==> config.mk <==
export PLATFORM = sky130hd
export DESIGN_NAME = pipe_stage_elastic
export DESIGN_NICKNAME = d
export VERILOG_FILES = /design/src/rtl/pipe_stage_elastic.sv
export SDC_FILE = /design/constraint.sdc
export NUM_CORES = 1
export LEC_CHECK = 0
export ABC_AREA = 1
export CAP_MARGIN = 20
export CORE_UTILIZATION = 48
export CTS_CLUSTER_SIZE = 40
export DETAILED_ROUTE_END_ITERATION = 6
export PLACE_DENSITY = 0.78
export SLEW_MARGIN = 20
export SYNTH_ARGS = -nofsm -noshare
export SYNTH_HDL_FRONTEND = slang
export SYNTH_SLANG_ARGS = --single-unit
==> constraint.sdc <==
create_clock -name CLK -period 10.4 [get_ports CLK]
set_input_delay 2.08 -clock CLK [delete_from_list [all_inputs] [get_ports CLK]]
set_output_delay 2.08 -clock CLK [all_outputs]
set_load 0.005 [all_outputs]
==> src/rtl/pipe_stage_elastic.sv <==
// pipe_stage_elastic: elastic stage register, main + skid entries, valid/ready.
// Define PIPE_STAGE_PERF_EN to add the stall/bubble/flush performance counters.
module pipe_stage_elastic #(
   parameter int CTRL_W = 16,
   parameter int DATA_W = 128
`ifdef PIPE_STAGE_PERF_EN
   ,
   parameter int CNT_W = 16
`endif
) (
   input  logic              CLK,
   input  logic              CLR,
   input  logic              flush,
   input  logic              in_valid,
   output logic              in_ready,
   input  logic [CTRL_W-1:0] in_ctrl,
   input  logic [DATA_W-1:0] in_data,
   output logic              out_valid,
   input  logic              out_ready,
   output logic [CTRL_W-1:0] out_ctrl,
   output logic [DATA_W-1:0] out_data,
   output logic [1:0]        occupancy
`ifdef PIPE_STAGE_PERF_EN
   ,
   output logic [CNT_W-1:0]  perf_stall,
   output logic [CNT_W-1:0]  perf_bubble,
   output logic [CNT_W-1:0]  perf_flush
`endif
);

   typedef enum logic [1:0] {
      EMPTY = 2'd0,
      ONE   = 2'd1,
      FULL  = 2'd2
   } state_t;

   state_t            state;
   logic [CTRL_W-1:0] skid_ctrl;
   logic [DATA_W-1:0] skid_data;
   logic              push;
   logic              pop;

   assign push = in_valid & in_ready & ~flush;
   assign pop  = out_valid & out_ready;

   // Occupancy FSM; main register drives out_* directly, zeroed whenever empty.
   always_ff @(posedge CLK or posedge CLR) begin
      if (CLR) begin
         state     <= EMPTY;
         out_valid <= 1'b0;
         in_ready  <= 1'b1;
         occupancy <= 2'd0;
         out_ctrl  <= '0;
         out_data  <= '0;
         skid_ctrl <= '0;
         skid_data <= '0;
      end else if (flush) begin
         state     <= EMPTY;
         out_valid <= 1'b0;
         in_ready  <= 1'b1;
         occupancy <= 2'd0;
         out_ctrl  <= '0;
         out_data  <= '0;
         skid_ctrl <= '0;
         skid_data <= '0;
      end else begin
         unique case (state)
            EMPTY: begin
               if (push) begin
                  state     <= ONE;
                  out_valid <= 1'b1;
                  occupancy <= 2'd1;
                  out_ctrl  <= in_ctrl;
                  out_data  <= in_data;
               end
            end
            ONE: begin
               if (push && pop) begin
                  out_ctrl <= in_ctrl;
                  out_data <= in_data;
               end else if (push) begin
                  state     <= FULL;
                  in_ready  <= 1'b0;
                  occupancy <= 2'd2;
                  skid_ctrl <= in_ctrl;
                  skid_data <= in_data;
               end else if (pop) begin
                  state     <= EMPTY;
                  out_valid <= 1'b0;
                  occupancy <= 2'd0;
                  out_ctrl  <= '0;
                  out_data  <= '0;
               end
            end
            FULL: begin
               if (pop) begin
                  state     <= ONE;
                  in_ready  <= 1'b1;
                  occupancy <= 2'd1;
                  out_ctrl  <= skid_ctrl;
                  out_data  <= skid_data;
                  skid_ctrl <= '0;
                  skid_data <= '0;
               end
            end
            default: begin
               state     <= EMPTY;
               out_valid <= 1'b0;
               in_ready  <= 1'b1;
               occupancy <= 2'd0;
               out_ctrl  <= '0;
               out_data  <= '0;
            end
         endcase
      end
   end

`ifdef PIPE_STAGE_PERF_EN
   logic flush_hit;

   // A flush only counts when it actually throws something away.
   assign flush_hit = flush & ((state != EMPTY) | in_valid);

   // Saturating event counters sampled once per cycle.
   always_ff @(posedge CLK or posedge CLR) begin
      if (CLR) begin
         perf_stall  <= '0;
         perf_bubble <= '0;
         perf_flush  <= '0;
      end else begin
         if (out_valid && !out_ready && perf_stall != '1)
            perf_stall <= perf_stall + 1'b1;
         if (!out_valid && perf_bubble != '1)
            perf_bubble <= perf_bubble + 1'b1;
         if (flush_hit && perf_flush != '1)
            perf_flush <= perf_flush + 1'b1;
      end
   end
`endif

endmodule

==> results.toml <==
[floorplanning]
dieHeight_um = 182
coreArea_um2 = 31600
pin_count = 297
start_util = 0.490
die_area_um2 = 33000
std_cell_rows = 65
die_w_um = 182

[timing]
holdWs_ps = 467
fin_crit_sh = 0.495
rsz0062_at_grt = "false"
drv_slew = 0
fmax_mhz = 194
tightest_slew_ps = 1130
fin_ws_ps = 5260
finalSetupTns_ps = 0
finalHoldViolations = 0
fin_skew_ps = 12.6
timing.slew.headroom = 0.245
fin_crit_ps = 5140
setup_viol = 0

[worst_setup_path]
cp_max_fo = 89
path_class = "in -> reg"
critPathMostFrequentCell = "buf_4"
crit_slowest_cell = "buf_4"
startpoint_type = "primary input"
cpPeakStageDelay_ps = 860
cp.required_ps = 10830
setup.worst_path.start = "flush"
r2r_slack_ps = 6660
worstPathArrival_ps = 5580
worst-r2r-cell-count = 9
r2r_start = "state[0]$_DFFE_PP0P_"
path_cells = "clkdlybuf4s50_1 > inv_2 > nand2_4 > nor2_1 > nor2_4 > buf_4 > buf_4 > nand3_1 > nand2_1"
cp-end-kind = "flip-flop"
r2r_end = "skid_data[102]$_DFFE_PP0P_"

[synthesis]
syn_inst = 2243
ys_seq_elements = 292
synth_top_area_cell = "dfrtp_1"
synth_area_um2 = 15500
ys_seq_area_frac = 0.472
synth_area_leaders = "dfrtp_1 47%, nand2_1 25%, nand3_1 9.6%"
yosysWarningCount = 0
avgSynthCellArea_um2 = 6.91
synth_cell_type_count = 20
synth_top_area_share = 0.470
syn_nets = 2392

[job]
maxCapViolCount = 0

[cts]
cts_sinks = 292
ctsHoldBuffers = 0
cts-resized-gates = 0
htree_levels = 2
clk_path_buf_depth = 3
cts_tree = "yes"
numCtsBuffers = 34
cts_setup_buffers = 0
cts-root-buf = "clkbuf_16"
clock_latency_ps = 510
path_clk_slew_ps = 60

[final_layout]
area_delta_synth_final_pct = 26.2
final_cell_mix = "1024 x nand2_1, 296 x nand3_1, 296 x clkdlybuf4s50_1"
multi_input_area_um2 = 6940
fill_cells = 2792
drive_gt1_frac = 0.0320
final_common_cell = "nand2_1"
seq_area_um2 = 7310
fin_nets = 2572

[route]
drt-total-wl_um = 47700
vias_per_cell = 5.50
drtPass1Iterations = 7
drtIter0Drc = 1496
drtAntennaViolNets = 0
drcViolationCount = 1
vias = 15681
wl_per_cell_um = 16.7

[hold_path]
hold_depth = 2
min_to = "skid_data[42]$_DFFE_PP0P_"
min_path_type = "reg -> reg"
hp-start = "skid_data[42]$_DFFE_PP0P_"

[global_route]
grt_pass1_wl_um = 78500
grt_max_degree = 150
grt_overflow = 0
grt_util_all_layers = 0.291
grt_pass1_vias = 15262
antenna_found_initial = 6

[place]
hpwl_um = 27800
gp_congestion = 0.827
port_buffers = 296
pre_cts_ws_ps = 4580

[run_status]
violations = "design-rule violations"
status = "finished, violations left"

[power]
ir_drop_mv = 0.139
power_leakage_nw = 10.3
power_density_nw_per_um2 = 247
[registers in the layout, indices dropped and copies added, names as in the netlist]
signal and cells:
out_data 128, skid_data 128, out_ctrl 16, skid_ctrl 16, state 2, in_ready 1, out_valid 1
[routing by layer]
layer	GRT usage	part of all wire	up-vias
met4	0.100	0.024	0
met2	0.476	0.46	755
met3	0.0642	0.092	72
met5	0	0	-
li1	-	-	7424
met1	0.382	0.42	7430
[where the power goes]
| part | switching [mW] | total [mW] | internal, mW |
|---|---|---|---|
| sequential | 0.255 | 1.79 | 1.54 |
| clock | 0.460 | 1.15 | 0.689 |
| combinational | 1.15 | 1.89 | 0.744 |
[worst max-delay path by stage]
stage                                 endpoint  slack (ps)  depth (start not counted)
global route          skid_data[1]$_DFFE_PP0P_        5040                         11
finish              skid_data[102]$_DFFE_PP0P_        5260                          9
CTS                 skid_data[119]$_DFFE_PP0P_        5110                         11
floorplan              out_ctrl[0]$_DFFE_PP0P_         260                          1
detailed placement    skid_ctrl[8]$_DFFE_PP0P_        4580                         11
global placement     skid_data[57]$_DFFE_PP0P_        4720                         11
[cell usage after synthesis]
cell / instances
a21oi_1: 1
buf_1: 21
buf_2: 49
buf_4: 7
buf_6: 1
clkbuf_1: 93
dfrtp_1: 291
dfstp_2: 1
inv_1: 147
inv_2: 4
nand2_1: 1024
nand2_2: 2
nand3_1: 297
nand4_1: 146
nor2_1: 152
nor2_2: 1
nor2_4: 2
o211ai_1: 1
o21ai_0: 2
o21ai_1: 1
[stage by stage]
step	utilization	instances	cell area, um^2	power [mW]
2_1_floorplan	-	2243	15500	2.83
5_1_grt	0.618	2847	19500	5.14
6_report	0.618	2850	19600	4.84
3_3_place_gp	0.583	2787	18400	3.63
3_5_place_dp	0.583	2788	18500	3.68
4_1_cts	0.616	2842	19500	4.85
[critical path, delay by kind of cell]
family / cells / cell delay (ps)
and+or+nand+nor: 5 / 1240
buffers and inverters: 4 / 2100
[cell type report]
class / instances / area share
Inverter: 151 / 0.0296
Multi-Input combinational cell: 1629 / 0.355
Clock inverter: 3 / 0.00205
Antenna cell: 7 / 0.000896
Tap cell: 402 / 0.0257
Timing Repair Buffer: 315 / 0.162
Clock buffer: 51 / 0.0516
Sequential cell: 292 / 0.374
[kinds of logic (layout without fill, tap and decap cells)]
logic type,after synthesis,after routing,synth area share
other,0,7,0
flip-flops,292,292,0.472
AND/OR/NAND/NOR,1624,1624,0.442
buffers and inverters,322,520,0.0841
AO/OA/AOI/OAI,5,5,0.00178
(Power assumes the default switching activity.)
